$ cat src/rtl/fetch_unit.sv
// Instruction fetch stage: PC register, IF/ID register and IDLE/FETCH/HALTED control.
// One cycle from PC to IF/ID; stall_i freezes PC and IF/ID, redirect_i overrides stall.
module fetch_unit #(
    parameter logic [31:0] RESET_PC  = 32'h00000000,
    parameter int          IMEM_SIZE = 1024,
    parameter int          IMEM_AW   = $clog2(IMEM_SIZE)
) (
    input  logic               clk_i,
    input  logic               rst_i,
    output logic [IMEM_AW-1:0] imem_addr_o,
    input  logic [31:0]        imem_inst_i,
    input  logic               stall_i,
    input  logic               flush_i,
    input  logic               redirect_i,
    input  logic [31:0]        redirect_pc_i,
    output logic [31:0]        if_id_inst_o,
    output logic [31:0]        if_id_pc_o,
    output logic               if_id_valid_o,
    output logic [31:0]        pc_o,
    output logic               halted_o,
    output logic               fault_o,
    output logic               misaligned_o
);

    typedef enum logic [1:0] {IDLE, FETCH, HALTED} state_t;

    state_t      state, state_n;
    logic [31:0] pc, pc_n;
    logic [31:0] inst_q, inst_n;
    logic [31:0] ipc_q, ipc_n;
    logic        valid_q, valid_n;
    logic        fault_q, fault_n;
    logic        mis_q, mis_n;

    logic        in_range;
    logic        inst_zero;
    logic        capture;

    assign in_range  = (pc >> IMEM_AW) == 32'd0;
    assign inst_zero = imem_inst_i == 32'd0;
    // A flushed fetch still advances the PC but never lands in IF/ID.
    assign capture   = !flush_i;

    always_comb begin
        state_n = state;
        pc_n    = pc;
        inst_n  = inst_q;
        ipc_n   = ipc_q;
        valid_n = valid_q;
        fault_n = fault_q;
        mis_n   = 1'b0;
        if (redirect_i) begin
            pc_n    = {redirect_pc_i[31:2], 2'b00};
            valid_n = 1'b0;
            mis_n   = |redirect_pc_i[1:0];
            state_n = FETCH;
        end else begin
            case (state)
                IDLE: begin
                    state_n = FETCH;
                end
                FETCH: begin
                    if (flush_i) begin
                        valid_n = 1'b0;
                    end
                    if (!stall_i) begin
                        if (!in_range) begin
                            valid_n = 1'b0;
                            fault_n = 1'b1;
                            state_n = HALTED;
                        end else if (inst_zero) begin
                            valid_n = 1'b0;
                            state_n = HALTED;
                        end else begin
                            pc_n = pc + 32'd4;
                            if (capture) begin
                                inst_n  = imem_inst_i;
                                ipc_n   = pc;
                                valid_n = 1'b1;
                            end
                        end
                    end
                end
                HALTED: begin
                    state_n = HALTED;
                end
                default: begin
                    state_n = IDLE;
                end
            endcase
        end
    end

    always_ff @(posedge clk_i) begin
        if (rst_i) begin
            state   <= IDLE;
            pc      <= RESET_PC;
            inst_q  <= 32'd0;
            ipc_q   <= 32'd0;
            valid_q <= 1'b0;
            fault_q <= 1'b0;
            mis_q   <= 1'b0;
        end else begin
            state   <= state_n;
            pc      <= pc_n;
            inst_q  <= inst_n;
            ipc_q   <= ipc_n;
            valid_q <= valid_n;
            fault_q <= fault_n;
            mis_q   <= mis_n;
        end
    end

    assign imem_addr_o   = pc[IMEM_AW-1:0];
    assign pc_o          = pc;
    assign if_id_inst_o  = inst_q;
    assign if_id_pc_o    = ipc_q;
    assign if_id_valid_o = valid_q;
    assign halted_o      = state == HALTED;
    assign fault_o       = fault_q;
    assign misaligned_o  = mis_q;

endmodule

$ cat config.mk
export PLATFORM = sky130hd
export DESIGN_NAME = fetch_unit
export DESIGN_NICKNAME = d
export VERILOG_FILES = /design/src/rtl/fetch_unit.sv
export SDC_FILE = /design/constraint.sdc
export NUM_CORES = 1
export LEC_CHECK = 0
export ABC_AREA = 1
export BUFFER_PORTS_ARGS = -buffer_cell sky130_fd_sc_hd__buf_2
export CAP_MARGIN = 15
export CORE_ASPECT_RATIO = 1.75
export CORE_MARGIN = 2
export CORE_UTILIZATION = 40
export CTS_BUF_LIST = sky130_fd_sc_hd__clkbuf_8
export DETAILED_ROUTE_END_ITERATION = 16
export GPL_ROUTABILITY_DRIVEN = 0
export GPL_TIMING_DRIVEN = 0
export PLACE_DENSITY = 0.68
export SETUP_SLACK_MARGIN = 0.3
export SLEW_MARGIN = 10
export SYNTH_ARGS = -nofsm -noshare
export SYNTH_HDL_FRONTEND = slang
export SYNTH_SLANG_ARGS = --single-unit
$ cat constraint.sdc
create_clock -name clk_i -period 2.6 [get_ports clk_i]
set_input_delay 0.65 -clock clk_i [delete_from_list [all_inputs] [get_ports clk_i]]
set_output_delay 0.65 -clock clk_i [all_outputs]
set_load 0.02 [all_outputs]
# Yosys cells after proc, flatten, opt, wreduce, memory -nomap -nowiden
# Index checks and enable logic that the tools add are counted.
[totals] regBits=101 latch_bits=0 ramBits=0 rom_bits=0 input_bits=69 output_inout_bits=110 elab_cells=52 memories=0
[classes] addsub=1 multipliers=0 div_mod_pow=0 order_cmp=0 n_eq_ne=8 shift=0 mux=15 bitwise=5 n_reduce_logical=14
[ops] cell="two-way mux 32 bit" n=5
[ops] cell="zero test 32 bit" n=2
[ops] cell="adder 32 x 3 -> 32 bit, second input constant" n=1
[ops] cell="AND reduction 4 bit" n=3
[ops] cell="two-way mux 1 bit" n=6
[ops] cell="two-way mux 2 bit" n=3
[ops] cell="!= test 3 bit, second input constant" n=2
[ops] cell="one-hot mux 2 bit (3 select lines)" n=1
[ops] cell="AND reduction 6 bit" n=1
[ops] cell="OR reduction 2 bit" n=3
[ops] cell="inverter 1 bit" n=5
[ops] cell="!= test 2 bit, second input constant" n=2
[ops] cell="!= test 4 bit, second input constant" n=1
[ops] cell="AND reduction 2 bit" n=2
[ops] cell="nonzero test 2 bit" n=2
[ops] cell="== test 2 x 1 -> 1 bit, second input constant" n=1
[ops] cell="== test 2 bit, second input constant" n=1
[ops] cell="zero test 2 bit" n=1
[ops] cell="!= test 2 x 1 -> 1 bit, second input constant" n=1

# Longest topological paths before layout
[logic_depth] ltp_word=6 ltp_mapped=12 ltp_nobuf=10

# Worst setup path after synthesis
# Ideal clock, no wire load.
[synth_path] path_type="input to register" start="input port imem_inst_i[14]" end="register ipc_q[11], in the netlist if_id_pc_o[11]" setup_ns=0.057 arrival_ns=1.672 required_ns=2.543 setup_slack_ns=0.871 stages=11 path_buffers=2 path_cell_list="nor2_1 -> nand2_1 -> nor2_1 -> nand2_1 -> nor2_2 -> nor2_1 -> nand3_2 -> buf_6 -> buf_2 -> nand3_1 -> inv_1"
[synth_via] elab_chain_len=3
[synth_rtl] item="from (decl)" line_no="11" text="input logic [31:0] imem_inst_i,"
[synth_rtl] item="zero test 32 bit" line_no="40" text="assign inst_zero = imem_inst_i == 32'd0;"
[synth_rtl] item="inverter 1 bit (no line)"
[synth_rtl] item="AND reduction 6 bit (no line)"
[synth_rtl] item="to (signal assigned)" line_no="107" text="ipc_q <= ipc_n;"
[synth_rtl] item="to (decl)" line_no="30" text="logic [31:0] ipc_q, ipc_n;"
# Every way passes these cells.
# A chain may end at the register's enable or synchronous reset.

# Final worst setup path
[layout_path] start="register pc[4], in the netlist pc_o[4]" end="output port pc_o[4]"
[layout_rtl] item="from (decl)" line_no="28" text="logic [31:0] pc, pc_n;"
[layout_rtl] item="from (signal assigned)" line_no="105" text="pc <= pc_n;"
[layout_rtl] item="to (decl)" line_no="19" text="output logic [31:0] pc_o,"
# No word-level cell between the ends.

==> results.txt <==
----------------------------------------------------
[Setup path]
  Startpoint of the worst setup timing path ... pc_o[4]
  Worst Path Buf+Inv ... 2
  Critical-path cell list ... buf_4 > buf_2
  Kind of end point of the critical path ... primary output
  Worst stage delay on the critical path ... 510 ps
  Register-to-Register Setup Slack ... 760 ps
  Capture instance of the worst register-to-register path ... pc_o[23]
  Highest-delay cell along the critical path ... dfxtp_1
  Type of element launching the critical path ... register
  Critical path data required time ... 1950 ps
  Critical path start-end classification ... reg2out
  Critical Path AT ... 1200 ps
  Reg2reg start ... pc_o[31]
  Largest delay share family, worst path ... flip-flops
  Maximum fanout encountered on the critical timing path ... 8
  Worst-case reg-to-reg path depth ... 8

[CTS]
  Number of buffers on the longest clock path ... 2
  CTS tree ... done
  Post-CTS sizing ... 0
  Number of buffers created by CTS ... 9
  Clock transition at path regs ... 110 ps
  Skew-Pair Late Insertion Delay ... 360 ps
  CTS H-tree depth ... 3
  Total setup buffers inserted after CTS ... 0
  Quantity of hold-fixing buffers added after cts ... 0
  Clock sink count ... 97
  Clock tree root buffer cell ... clkbuf_8

[Floorplan]
  Row count ... 50
  # IOs ... 179
  Die width ... 82.7 µm
  Standard cell core area ... 10,600 µm²
  Initial core utilization ... 0.407
  DIE HEIGHT ... 142 µm
  Die Outline Area ... 11,700 µm²

[Global route]
  First-pass GRT wire length ... 17,600 µm
  Number of antenna violations at the first check in global routing ... 0
  Global-route congestion overflow total ... 0
  Number of global-route vias before repair ... 3,823
  All-Layer GR Usage ... 0.193
  Maximum number of pins on one net before global-route repair ... 19

[Route]
  DR vias/cell ... 4.39
  Remaining routing DRC violations ... 0
  WL/cell ... 11.8 µm
  Via count ... 4,169
  Aggregate routed wire length ... 11,200 µm
  Number of nets with antenna violations after routing ... 0
  Initial DRC count ... 160
  First-pass detailed-route iteration total ... 4

[Outcome]
  Status ... complete, no violations

[Timing]
  RSZ-0062 raised after global routing ... no
  Skew final ... 15.7 ps
  Total count of max-transition violations in the final report ... 0
  Min cycle time layout ... 1850 ps
  Tcrit/Tclk final ... 0.711
  Total Neg Setup Slack ... 0 ps
  Total setup violations reported at the end of the flow ... 0
  Fin Hold WS ... 453 ps
  Least-Margin Pin Slew ... 540 ps
  Relative slew slack ... 0.640
  Final hold violation count ... 0
  Maximum clock frequency ... 541 MHz

[Synthesis]
  Post-synthesis sequential area ratio ... 0.448
  Synthesis Warnings ... 0
  Unique cell type count in the Yosys netlist ... 32
  Syn Std Cell Area ... 4330 µm²
  #FFs+latches synth ... 97
  Average footprint of a synthesized cell ... 6.91 µm²
  Predominant post-synthesis flop cell ... dfxtp_1
  Async SR Flop Fraction ... 0
  Post-synth EDFFs ... 0
  Synth Instances ... 627

[Pwr]
  Peak supply drop ... 440 µV
  Leakage power summed over all cells ... 3.05 nW
  Pwr Density ... 532 nW/µm²

[Layout]
  Utilization after layout ... 0.525
  Diode count ... 0
  Fill cells ... 1,112
  Nets ... 888
  Fraction of final layout cells with drive strength greater than 1 ... 0.273
  Relative area change from synthesis to final layout ... 28.9%

[Placement]
  IO buf count ... 172
  Detailed placer's ending HPWL ... 8880 µm

[Hold path]
  Hold wc startpoint ... if_id_pc_o[13]
  Endpoint of the worst hold-timing path ... if_id_pc_o[13]
  Worst Hold Path Cells ... 2
  Worst hold path class ... reg2reg

[Flow run]
  Max Cap Viol ... 0

----------------------------------------------------
==> how the worst max path moves through the flow <==
| stage | slack [ps] | end | depth (start not counted) |
|---|---|---|---|
| floorplan | 870 | if_id_pc_o[11] | 11 |
| global placement | 380 | if_id_inst_o[11] | 11 |
| detailed placement | 380 | if_id_inst_o[11] | 11 |
| CTS | 740 | pc_o[15] | 8 |
| global route | 540 | if_id_inst_o[20] | 11 |
| finish | 750 | pc_o[4] | 2 |
==> through the flow <==
stage / setup slack (ps) / power (mW) / instances / cell area, µm²
after detailed placement: 375 / 1.98 / 934 / 5370
after global routing: 541 / 3.11 / 950 / 5580
final: 752 / 2.97 / 950 / 5580
after global placement: 375 / 1.98 / 934 / 5370
after floorplan: 871 / 1.83 / 632 / 4350
after CTS: 737 / 3.01 / 950 / 5580
==> synthesized netlist by cell type, types with 2 or more instances <==
cell type | count | area [µm²]
xor2_1 | 2 | 17.5
inv_1 | 116 | 435
nand3_1 | 36 | 180
o21ai_1 | 22 | 110
ha_1 | 4 | 50.1
dfxtp_1 | 97 | 1940
a21oi_1 | 29 | 145
buf_1 | 2 | 7.51
or2_2 | 3 | 18.8
nand3_2 | 2 | 20.0
nand4_1 | 2 | 12.5
buf_6 | 9 | 101
o21a_1 | 2 | 15.0
buf_4 | 14 | 105
o21ai_0 | 23 | 115
nor3_1 | 3 | 15.0
clkbuf_1 | 12 | 45.0
buf_2 | 4 | 20.0
nand2_1 | 133 | 499
nor2_1 | 100 | 375
==> cells by family after synthesis <==
| logic type | after synthesis | synth area share |
|---|---|---|
| other cells | 1 | 0.000866 |
| mux | 1 | 0.00231 |
| xor+xnor | 3 | 0.00607 |
| simple gates | 282 | 0.266 |
| flops | 97 | 0.448 |
| compound gates | 80 | 0.0982 |
| fa+ha+maj | 4 | 0.0116 |
| buf+inv | 159 | 0.167 |
==> tightest hold or removal path, cell delays in order (launching register included) <==
cell	delay, ps
dfxtp_1	320
nand3_1	70
inv_1	40
==> area by class of cell <==
class                   count  area [µm²]  share of cell area
flip-flops and latches     97        1940               0.348
multi-input cells         376        1690               0.302
repair buffers            172         861               0.154
inverters                 118         444              0.0796
plain buffers              41         279              0.0500
well taps                 130         163              0.0291
clock buffers               9         124              0.0222
clock inverters             7        83.8              0.0150
==> routing by layer <==
layer	part of all wire	GRT usage	up-vias	wire, µm
met5	0	0	-	0
met4	0.018	0.0630	0	205
met3	0.071	0.0528	13	797
met2	0.53	0.366	126	5960
met1	0.38	0.196	1792	4230
li1	-	-	2238	-
==> power breakdown <==
part | switching, mW | internal (mW) | total [mW]
Sequential | 0.0365 | 1.52 | 1.56
Combinational | 0.232 | 0.155 | 0.388
Clock | 0.564 | 0.462 | 1.03
Total | 0.832 | 2.14 | 2.97
==> state kept, by name, indices dropped and copies added, names as in the netlist <==
name           cells
pc_o              30
fault_o            1
if_id_valid_o      1
if_id_inst_o      32
misaligned_o       1
state              2
if_id_pc_o        30
==> layout by cell type (no fill, tap or decap), drive strengths merged <==
| cell | n |
|---|---|
| clkinv | 4 |
| inv | 119 |
| mux2i | 1 |
| a21oi | 29 |
| o21ai | 45 |
| bufinv | 1 |
| clkbuf | 21 |
| o22ai | 1 |
| nand4 | 2 |
| a21boi | 1 |
| dfxtp | 97 |
| nor3 | 3 |
| conb | 6 |
| ha | 4 |
| o21bai | 2 |
| nand3 | 39 |
| xor2 | 2 |
| clkinvlp | 1 |
| buf | 201 |
| xnor2 | 1 |
| or2 | 4 |
| o21a | 2 |
| nand2 | 133 |
| nor2 | 101 |
No activity file was read; power rests on OpenSTA's default activity.
